## src/rtl/wb_bus_arbiter.sv

```systemverilog
// Two-master / one-slave Wishbone arbiter: round-robin tie-break, one-deep collision buffer.
// Optional slave-ack timeout with sticky o_err is enabled by defining ARB_TIMEOUT_EN.
module wb_bus_arbiter #(
  parameter int unsigned ADDR_W         = 32,
  parameter int unsigned DATA_W         = 32,
  parameter int unsigned SEL_W          = 3,
  parameter int unsigned TIMEOUT_CYCLES = 255
) (
  input  logic              i_clk,
  input  logic              i_reset_n,
  input  logic              i_m0_wb_stb,
  input  logic              i_m0_wb_we,
  input  logic [ADDR_W-1:0] i_m0_wb_addr,
  input  logic [DATA_W-1:0] i_m0_wb_data,
  input  logic [SEL_W-1:0]  i_m0_wb_sel,
  output logic [DATA_W-1:0] o_m0_wb_data,
  output logic              o_m0_wb_ack,
  output logic              o_m0_wb_stall,
  input  logic              i_m1_wb_stb,
  input  logic              i_m1_wb_we,
  input  logic [ADDR_W-1:0] i_m1_wb_addr,
  input  logic [DATA_W-1:0] i_m1_wb_data,
  input  logic [SEL_W-1:0]  i_m1_wb_sel,
  output logic [DATA_W-1:0] o_m1_wb_data,
  output logic              o_m1_wb_ack,
  output logic              o_m1_wb_stall,
  output logic              o_s_wb_stb,
  output logic              o_s_wb_we,
  output logic [ADDR_W-1:0] o_s_wb_addr,
  output logic [DATA_W-1:0] o_s_wb_data,
  output logic [SEL_W-1:0]  o_s_wb_sel,
  input  logic [DATA_W-1:0] i_s_wb_data,
  input  logic              i_s_wb_ack,
  input  logic              i_s_wb_stall,
  output logic              o_err
);

  typedef enum logic [1:0] {StIdle, StIssue, StWaitAck, StResp} state_e;

  state_e            state_q;
  logic              grant_id_q, last_grant_q;
  logic              pend_valid_q, pend_id_q, pend_we_q;
  logic [ADDR_W-1:0] pend_addr_q;
  logic [DATA_W-1:0] pend_data_q;
  logic [SEL_W-1:0]  pend_sel_q;
  logic [DATA_W-1:0] resp_data_q;

  logic              both_stb, any_stb;
  logic              win_id, win_we, lose_we;
  logic [ADDR_W-1:0] win_addr, lose_addr;
  logic [DATA_W-1:0] win_data, lose_data;
  logic [SEL_W-1:0]  win_sel, lose_sel;
  logic              nxt_id, nxt_we;
  logic [ADDR_W-1:0] nxt_addr;
  logic [DATA_W-1:0] nxt_data;
  logic [SEL_W-1:0]  nxt_sel;

`ifdef ARB_TIMEOUT_EN
  localparam int unsigned TmoW = $clog2(TIMEOUT_CYCLES + 1);
  logic [TmoW-1:0] tmo_cnt_q;
  logic            err_q;
  assign o_err = err_q;
`else
  logic unused_timeout;
  assign unused_timeout = ^TIMEOUT_CYCLES;
  assign o_err = 1'b0;
`endif

  // On a tie the master that was not served last wins; a buffered request always goes first.
  always_comb begin
    both_stb = i_m0_wb_stb & i_m1_wb_stb;
    any_stb  = i_m0_wb_stb | i_m1_wb_stb;
    win_id   = both_stb ? ~last_grant_q : i_m1_wb_stb;
    if (win_id) begin
      win_we  = i_m1_wb_we;   win_addr  = i_m1_wb_addr; win_data  = i_m1_wb_data;
      win_sel = i_m1_wb_sel;
      lose_we = i_m0_wb_we;   lose_addr = i_m0_wb_addr; lose_data = i_m0_wb_data;
      lose_sel = i_m0_wb_sel;
    end else begin
      win_we  = i_m0_wb_we;   win_addr  = i_m0_wb_addr; win_data  = i_m0_wb_data;
      win_sel = i_m0_wb_sel;
      lose_we = i_m1_wb_we;   lose_addr = i_m1_wb_addr; lose_data = i_m1_wb_data;
      lose_sel = i_m1_wb_sel;
    end
    if (pend_valid_q) begin
      nxt_id = pend_id_q; nxt_we = pend_we_q; nxt_addr = pend_addr_q;
      nxt_data = pend_data_q; nxt_sel = pend_sel_q;
    end else begin
      nxt_id = win_id; nxt_we = win_we; nxt_addr = win_addr;
      nxt_data = win_data; nxt_sel = win_sel;
    end
  end

  always_ff @(posedge i_clk or negedge i_reset_n) begin
    if (!i_reset_n) begin
      state_q       <= StIdle;
      grant_id_q    <= 1'b0;
      last_grant_q  <= 1'b1;
      pend_valid_q  <= 1'b0;
      pend_id_q     <= 1'b0;
      pend_we_q     <= 1'b0;
      pend_addr_q   <= '0;
      pend_data_q   <= '0;
      pend_sel_q    <= '0;
      resp_data_q   <= '0;
      o_s_wb_stb    <= 1'b0;
      o_s_wb_we     <= 1'b0;
      o_s_wb_addr   <= '0;
      o_s_wb_data   <= '0;
      o_s_wb_sel    <= '0;
      o_m0_wb_data  <= '0;
      o_m0_wb_ack   <= 1'b0;
      o_m0_wb_stall <= 1'b0;
      o_m1_wb_data  <= '0;
      o_m1_wb_ack   <= 1'b0;
      o_m1_wb_stall <= 1'b0;
`ifdef ARB_TIMEOUT_EN
      tmo_cnt_q     <= '0;
      err_q         <= 1'b0;
`endif
    end else begin
      o_s_wb_stb  <= 1'b0;
      o_m0_wb_ack <= 1'b0;
      o_m1_wb_ack <= 1'b0;
      case (state_q)
        StIdle: begin
          if (pend_valid_q || any_stb) begin
            grant_id_q    <= nxt_id;
            o_s_wb_we     <= nxt_we;
            o_s_wb_addr   <= nxt_addr;
            o_s_wb_data   <= nxt_data;
            o_s_wb_sel    <= nxt_sel;
            o_m0_wb_stall <= 1'b1;
            o_m1_wb_stall <= 1'b1;
            state_q       <= StIssue;
            if (pend_valid_q) begin
              pend_valid_q <= 1'b0;
            end else if (both_stb) begin
              pend_valid_q <= 1'b1;
              pend_id_q    <= ~win_id;
              pend_we_q    <= lose_we;
              pend_addr_q  <= lose_addr;
              pend_data_q  <= lose_data;
              pend_sel_q   <= lose_sel;
            end
          end
        end
        StIssue: begin
          if (!i_s_wb_stall) begin
            o_s_wb_stb <= 1'b1;
            state_q    <= StWaitAck;
`ifdef ARB_TIMEOUT_EN
            tmo_cnt_q  <= '0;
`endif
          end
        end
        StWaitAck: begin
          if (i_s_wb_ack) begin
            resp_data_q <= i_s_wb_data;
            state_q     <= StResp;
`ifdef ARB_TIMEOUT_EN
          end else if (tmo_cnt_q == TmoW'(TIMEOUT_CYCLES - 1)) begin
            resp_data_q <= '1;
            err_q       <= 1'b1;
            state_q     <= StResp;
          end else begin
            tmo_cnt_q   <= tmo_cnt_q + 1'b1;
`endif
          end
        end
        StResp: begin
          if (grant_id_q) begin
            o_m1_wb_ack  <= 1'b1;
            o_m1_wb_data <= resp_data_q;
          end else begin
            o_m0_wb_ack  <= 1'b1;
            o_m0_wb_data <= resp_data_q;
          end
          last_grant_q <= grant_id_q;
          if (pend_valid_q) begin
            grant_id_q   <= pend_id_q;
            o_s_wb_we    <= pend_we_q;
            o_s_wb_addr  <= pend_addr_q;
            o_s_wb_data  <= pend_data_q;
            o_s_wb_sel   <= pend_sel_q;
            pend_valid_q <= 1'b0;
            state_q      <= StIssue;
          end else begin
            o_m0_wb_stall <= 1'b0;
            o_m1_wb_stall <= 1'b0;
            state_q       <= StIdle;
          end
        end
        default: state_q <= StIdle;
      endcase
    end
  end

endmodule

```

## config.mk

```make
export PLATFORM = sky130hd
export DESIGN_NAME = wb_bus_arbiter
export DESIGN_NICKNAME = d
export VERILOG_FILES = /design/src/rtl/wb_bus_arbiter.sv
export SDC_FILE = /design/constraint.sdc
export NUM_CORES = 1
export LEC_CHECK = 0
export ABC_AREA = 1
export CAP_MARGIN = 20
export CORE_UTILIZATION = 49
export CTS_BUF_LIST = sky130_fd_sc_hd__clkbuf_4 sky130_fd_sc_hd__clkbuf_8 sky130_fd_sc_hd__clkbuf_16
export DETAILED_ROUTE_END_ITERATION = 8
export GPL_ROUTABILITY_DRIVEN = 0
export MAX_ROUTING_LAYER = met4
export PLACE_DENSITY_LB_ADDON = 0.1
export SLEW_MARGIN = 20
export SYNTH_ARGS = -nofsm -noshare
export SYNTH_HDL_FRONTEND = slang
export SYNTH_SLANG_ARGS = --single-unit
```

## constraint.sdc

```tcl
create_clock -name i_clk -period 1.9 [get_ports i_clk]
set_clock_uncertainty 0.15 [all_clocks]
set_input_delay 0.38 -clock i_clk [delete_from_list [all_inputs] [get_ports i_clk]]
set_output_delay 0.38 -clock i_clk [all_outputs]
set_load 0.02 [all_outputs]
```

==> flow_summary.yaml, run 1 <==
outcome:
  status: "complete, no violations"
yosys:
  synth_xor_area_share_pct: 0
  synth_top_family_by_area: "simple AND/OR/NAND/NOR gates"
  synth_area_leaders: "dfrtp_1 (51%), nand2_1 (13%), nor2_1 (9.7%)"
  synth_top_cell_area_share_pct: 50.6
  synthMuxAreaShare_pct: 0
  netlist_instances: 1591
  syn_area_mm2: 0.0119
  syn_area_per_cell_um2: 7.49
  synth-main-ff-cell: "dfrtp_1"
  yosysMostFrequentCell: "nand2_1"
  synth_top_area_cell: "dfrtp_1"
  synth_edf_count: 0
  synth_compound_area_share_pct: 11.5
  yosysWarnings: 0
  synth-seq-cells: 242
  yosys.area_share.simple_pct: 29.1
  postSynth.asyncResetShare_pct: 100
  yosysSeqAreaShare_pct: 50.8
  syn-num-nets: 1770
  ys_types: 20
  synth-adder-area-share_pct: 0.525
  yosys-top-cells-count: "nand2_1 (424), nor2_1 (309), dfrtp_1 (241), nand3_1 (139), inv_1 (107)"
routing:
  drc: 0
  dr.first_iter.drc_count: 830
  firstDrtPassIters: 5
  post_drt_via_cell_ratio: 5.21
  wl_per_cell_um: 15.9
  vias: 11508
  ant_nets: 0
  finalWirelength_um: 35100
global_routing:
  overflow: 0
  grt_pass1_vias: 10998
  grt.total_usage_pct: 29.0
  antenna_found_initial: 0
  grt_max_degree: 67
  grt_pass1_wl_um: 55800
worst_setup_path:
  arrival_ns: 1.30
  r2r-start: "state_q[1]$_DFFE_PN0P_"
  reg2reg_depth: 9
  cp.buffers_inverters: 1
  start_kind: "flip-flop"
  max_stage_delay_ns: 0.43
  crit_required_ns: 1.37
  crit_type: "flip-flop to output port"
  crit_fanout: 2
  rrSetupSlack_ns: 0.11
  critical_path.startpoint: "o_s_wb_addr[11]$_DFFE_PN0P_"
  crit_family: "buffers and inverters"
  path_cells: "dlygate4sd2_1"
  slowest_stage: "dlygate4sd2_1"
  end_kind: "output port"
  reg2reg_to: "o_s_wb_data[0]$_DFFE_PN0P_"
sta:
  slew_viol_final: 0
  fin_ws_ns: 0.0678
  fin_crit_sh_pct: 96.4
  final.min_clock_period_ns: 1.83
  finalSetupViolCount: 0
  max_freq_ghz: 0.546
  finalSetupTns_ns: 0
  hold_violations: 0
cts:
  cts_tree: "built"
  htreeDepth: 1
  clock_latency_ns: 0.52
  cts_made_buffers: 25
  cts-root-buf: "clkbuf_16"
  cts.sinks: 242
  clk_path_buf_depth: 3
  clkTransAtPathRegs_ns: 0.06
layout:
  multiInputGateArea_mm2: 0.00498
  nets: 2051
  fin_util_pct: 70.0
  drive_gt1_share_pct: 6.56
  fin_area_mm2: 0.0166
  antenna_cells: 0
  finalNonFillerCells: 2209
  seq_area_mm2: 0.00606
  area_growth_pct: 39.0
  fillCellCount: 2036
pwr:
  switching_power_mw: 12.1
  vdd_drop_max_mv: 0.917
  pwr-share-clk_pct: 19.1
  share_comb_of_total_power_pct: 49.6
  switching_share_pct: 42.0
  seqPwrFrac_pct: 31.3
  power_density_mw_per_mm2: 1740
  internal_power_mw: 16.7
  p_leak_nw: 8.29
floorplan:
  die_h_um: 158
  coreArea_mm2: 0.0237
  pin_count: 312
  placementRows: 56
  die_width_um: 158
  die_area_mm2: 0.0250
  initial_core_util_pct: 50.3
place:
  dp.cells: 2160
  port_buffers: 310
  dpl.hpwl_um: 23100
  place_ws_ns: -0.144
  dpl-instance-area_mm2: 0.0157
min_path:
  hold_path_class: "input port to asynchronous set/reset pin"
run:
  maxCapViolations: 0
==> worst max path at each step <==
| stage | depth (start not counted) | slack [ns] | endpoint |
|---|---|---|---|
| finish | 1 | 0.07 | o_s_wb_addr[11] |
| global placement | 9 | -0.10 | o_s_wb_addr[17]$_DFFE_PN0P_ |
| detailed placement | 8 | -0.14 | o_s_wb_data[0]$_DFFE_PN0P_ |
| floorplan | 9 | 0.14 | o_s_wb_addr[21]$_DFFE_PN0P_ |
| CTS | 9 | -0.01 | o_s_wb_data[3]$_DFFE_PN0P_ |
| global route | 9 | -0.004 | o_s_wb_sel[1]$_DFFE_PN0P_ |
==> power groups by stage <==
stage          Sequential (mW)  Combinational [mW]  Clock (mW)
2_1_floorplan             10.6                7.06           0
3_3_place_gp              9.07                14.7           0
3_5_place_dp              9.13                15.0           0
4_1_cts                   9.02                14.1        5.63
5_1_grt                   9.31                15.9        5.84
6_report                  9.03                14.3        5.52
==> metal layers <==
metal / wire [um] / track usage [%] / part of all wire [%]
met1: 14900 / 37.9 / 43
met2: 16100 / 46.3 / 46
met5: 0 / - / 0
met3: 2980 / 4.60 / 8.5
met4: 1080 / 9.48 / 3.1
==> area by class of cell <==
cell class,count,area share (%)
clock buffer,35,4.46
clock inverter,10,1.23
inverter,113,2.59
multi-input combinational,1121,30.1
sequential,242,36.6
tap,319,2.41
timing repair buffer,369,22.7
==> cell families (layout without fill, tap and decap cells) <==
| kind of cell | after synthesis | count (layout) |
|---|---|---|
| buffers and inverters | 228 | 527 |
| AND/OR/NAND/NOR | 875 | 875 |
| flip-flops | 242 | 242 |
| other | 1 | 1 |
| adder cells (fa/ha/maj) | 5 | 5 |
| AO/OA/AOI/OAI | 240 | 240 |
==> flip-flops by register name, summed over array words and instances, names as in the netlist <==
| signal | flops |
|---|---|
| o_m1_wb_stall | 1 |
| pend_addr_q | 32 |
| resp_data_q | 32 |
| state_q | 2 |
| pend_sel_q | 3 |
| last_grant_q | 1 |
| pend_we_q | 1 |
| o_s_wb_addr | 32 |
| o_m1_wb_ack | 1 |
| pend_id_q | 1 |
| pend_valid_q | 1 |
| o_s_wb_stb | 1 |
| o_m0_wb_data | 32 |
| o_s_wb_we | 1 |
| o_m1_wb_data | 32 |
| o_s_wb_data | 32 |
| o_s_wb_sel | 3 |
| grant_id_q | 1 |
| pend_data_q | 32 |
| o_m0_wb_ack | 1 |
==> cells in the final DEF (no fill, tap or decap), types with 6 or more instances in the layout <==
master and count:
o211ai_1 68, dfrtp_1 240, a21oi_1 102, clkdlybuf4s50_1 171
o21ai_1 20, buf_4 29, nor2_1 309, bufinv_16 6
nand2_1 419, buf_12 27, dlygate4sd2_1 137, o21ai_0 50
nand3_1 138, clkbuf_16 27, clkbuf_8 6, inv_1 107
==> metrics by stage <==
stage / power, mW / hold slack [ns]
5_1_grt: 31.1 / 0.225
3_5_place_dp: 24.2 / 0.149
6_report: 28.9 / 0.206
2_1_floorplan: 17.7 / -0.0656
4_1_cts: 28.7 / 0.201
3_3_place_gp: 23.8 / 0.148
==> timing repair <==
action | CTS | global route
endpoints found under the hold margin | 152 | 0
setup buffers | 0 | 1
endpoints found under the setup margin | 141 | 108
cloned | 0 | 2
pin swaps | 0 | 1
hold buffers | 1 | 0
gates resized for setup | 138 | 11
(Power assumes the default switching activity.)
==> run 2, diff against run 1 <==
--- a/config.mk
+++ b/config.mk
@@ -8,7 +8,7 @@
 export ABC_AREA = 1
 export CAP_MARGIN = 20
 export CORE_UTILIZATION = 49
-export CTS_BUF_LIST = sky130_fd_sc_hd__clkbuf_4 sky130_fd_sc_hd__clkbuf_8 sky130_fd_sc_hd__clkbuf_16
+export CTS_BUF_LIST = sky130_fd_sc_hd__clkbuf_8 sky130_fd_sc_hd__clkbuf_16
 export DETAILED_ROUTE_END_ITERATION = 8
 export GPL_ROUTABILITY_DRIVEN = 0
 export MAX_ROUTING_LAYER = met4
==> run 2 against run 1 <==
  * Design area about the same
  * Fmax hardly changed
  * Combinational power about the same
  * Highest routed layer unchanged
  * Via count hardly changed
  * Flip-flop and latch count did not move
  * Global-route usage unchanged
  * Largest power group unchanged
  * Clock-buffer cell count is 4 lower
  * Setup slack worse by 0.00098 ns
  * Sequential share of layout area barely moved
  * First-iteration DRC count grew 2.0%
==> flow_summary.yaml, run 2 (synthesis results as in run 1) <==
layout:
  area_growth_pct: 38.8
  fin_util_pct: 69.9
  finalNonFillerCells: 2209
  nets: 2051
  final_cell_mix: "nand2_1 (419), nor2_1 (309), dfrtp_1 (240)"
  fin_area_mm2: 0.0166
  drive_gt1_share_pct: 6.35
  antenna_cells: 0
  final_common_cell: "nand2_1"
pwr:
  p_leak_nw: 8.29
  power.total_mw: 28.8
  vdd_drop_max_mv: 0.919
  power_density_mw_per_mm2: 1740
place:
  dpl.hpwl_um: 23100
  dpl-instance-area_mm2: 0.0157
  place_ws_ns: -0.144
  dp.cells: 2160
  port_buffers: 310
routing:
  post_drt_via_cell_ratio: 5.21
  drc: 0
  vias: 11518
  dr.first_iter.drc_count: 847
  ant_nets: 0
  firstDrtPassIters: 7
  wl_per_cell_um: 15.9
  finalWirelength_um: 35200
min_path:
  hold_path_class: "input port to asynchronous set/reset pin"
sta:
  fin_ws_ns: 0.0668
  final.min_clock_period_ns: 1.83
  finalSetupTns_ns: 0
  max_freq_ghz: 0.545
  fin_crit_sh_pct: 96.5
  finalHoldWorstSlack_ns: 0.207
  slew_viol_final: 0
  finalSetupViolCount: 0
  hold_violations: 0
floorplan:
  coreArea_mm2: 0.0237
  placementRows: 56
  die_area_mm2: 0.0250
  die_width_um: 158
  pin_count: 312
  initial_core_util_pct: 50.3
  die_h_um: 158
worst_setup_path:
  max_stage_delay_ns: 0.43
  path_cells: "dlygate4sd2_1"
  cp.buffers_inverters: 1
  crit_required_ns: 1.37
  reg2reg_to: "o_s_wb_data[0]$_DFFE_PN0P_"
  end_kind: "output port"
  arrival_ns: 1.30
  crit_type: "flip-flop to output port"
  slowest_stage: "dlygate4sd2_1"
  crit_fanout: 2
  start_kind: "flip-flop"
  r2r-start: "state_q[1]$_DFFE_PN0P_"
  reg2reg_depth: 9
  crit_family: "buffers and inverters"
  rrSetupSlack_ns: 0.10
cts:
  htreeDepth: 1
  cts_made_buffers: 25
  cts.sinks: 242
  clk_path_buf_depth: 3
  cts-root-buf: "clkbuf_16"
  clock_latency_ns: 0.52
  clkTransAtPathRegs_ns: 0.06
  cts_tree: "built"
global_routing:
  antenna_found_initial: 0
  grt_max_degree: 67
  grt.total_usage_pct: 29.0
  overflow: 0
  grt_pass1_wl_um: 55800
  grt_pass1_vias: 10998
run:
  maxCapViolations: 0
outcome:
  status: "complete, no violations"
[run 2: cell count changes in the layout (fill, tap and decap cells not counted)]
cell,change
inv_1,+4
clkbuf_4,-4
[run 2: what timing repair did]
item / CTS / global route
resized for setup: 138 / 11
setup endpoints to repair: 141 / 108
hold buffers: 1 / 0
cloned: 0 / 2
pin swaps: 0 / 1
setup buffers: 0 / 1
hold endpoints to repair: 152 / 0
[run 2: worst max path at each step]
stage               slack [ns]  cells past startpoint                   startpoint                     endpoint
floorplan                 0.14                      9       state_q[0]$_DFFE_PN0P_  o_s_wb_addr[21]$_DFFE_PN0P_
global placement         -0.10                      9                  i_m0_wb_stb  o_s_wb_addr[17]$_DFFE_PN0P_
detailed placement       -0.14                      8                  i_m0_wb_stb   o_s_wb_data[0]$_DFFE_PN0P_
CTS                      -0.01                      9       state_q[1]$_DFFE_PN0P_   o_s_wb_data[3]$_DFFE_PN0P_
global route            -0.004                      9       state_q[1]$_DFFE_PN0P_    o_s_wb_sel[1]$_DFFE_PN0P_
finish                    0.07                      1  o_s_wb_addr[11]$_DFFE_PN0P_              o_s_wb_addr[11]
[run 2: power breakdown]
group	switching (mW)	internal [mW]
logic	8.81	5.50
clock network	2.01	3.44
registers	1.32	7.72
[run 2: layout make-up]
| cell class | count | area, um2 |
|---|---|---|
| multi-input cells | 1121 | 4980 |
| repair buffers | 369 | 3760 |
| clock buffers | 31 | 708 |
| inverters | 113 | 429 |
| fillers | 2040 | 7130 |
| flip-flops and latches | 242 | 6060 |
| clock inverters | 14 | 219 |
| well taps | 319 | 399 |
[run 2: metal layers]
metal / share of wire, % / global-route usage, % / up-vias
met5: 0 / - / -
met4: 2.9 / 9.48 / 0
li1: - / - / 5631
met1: 43 / 37.9 / 5348
met2: 46 / 46.3 / 472
met3: 8.1 / 4.60 / 67
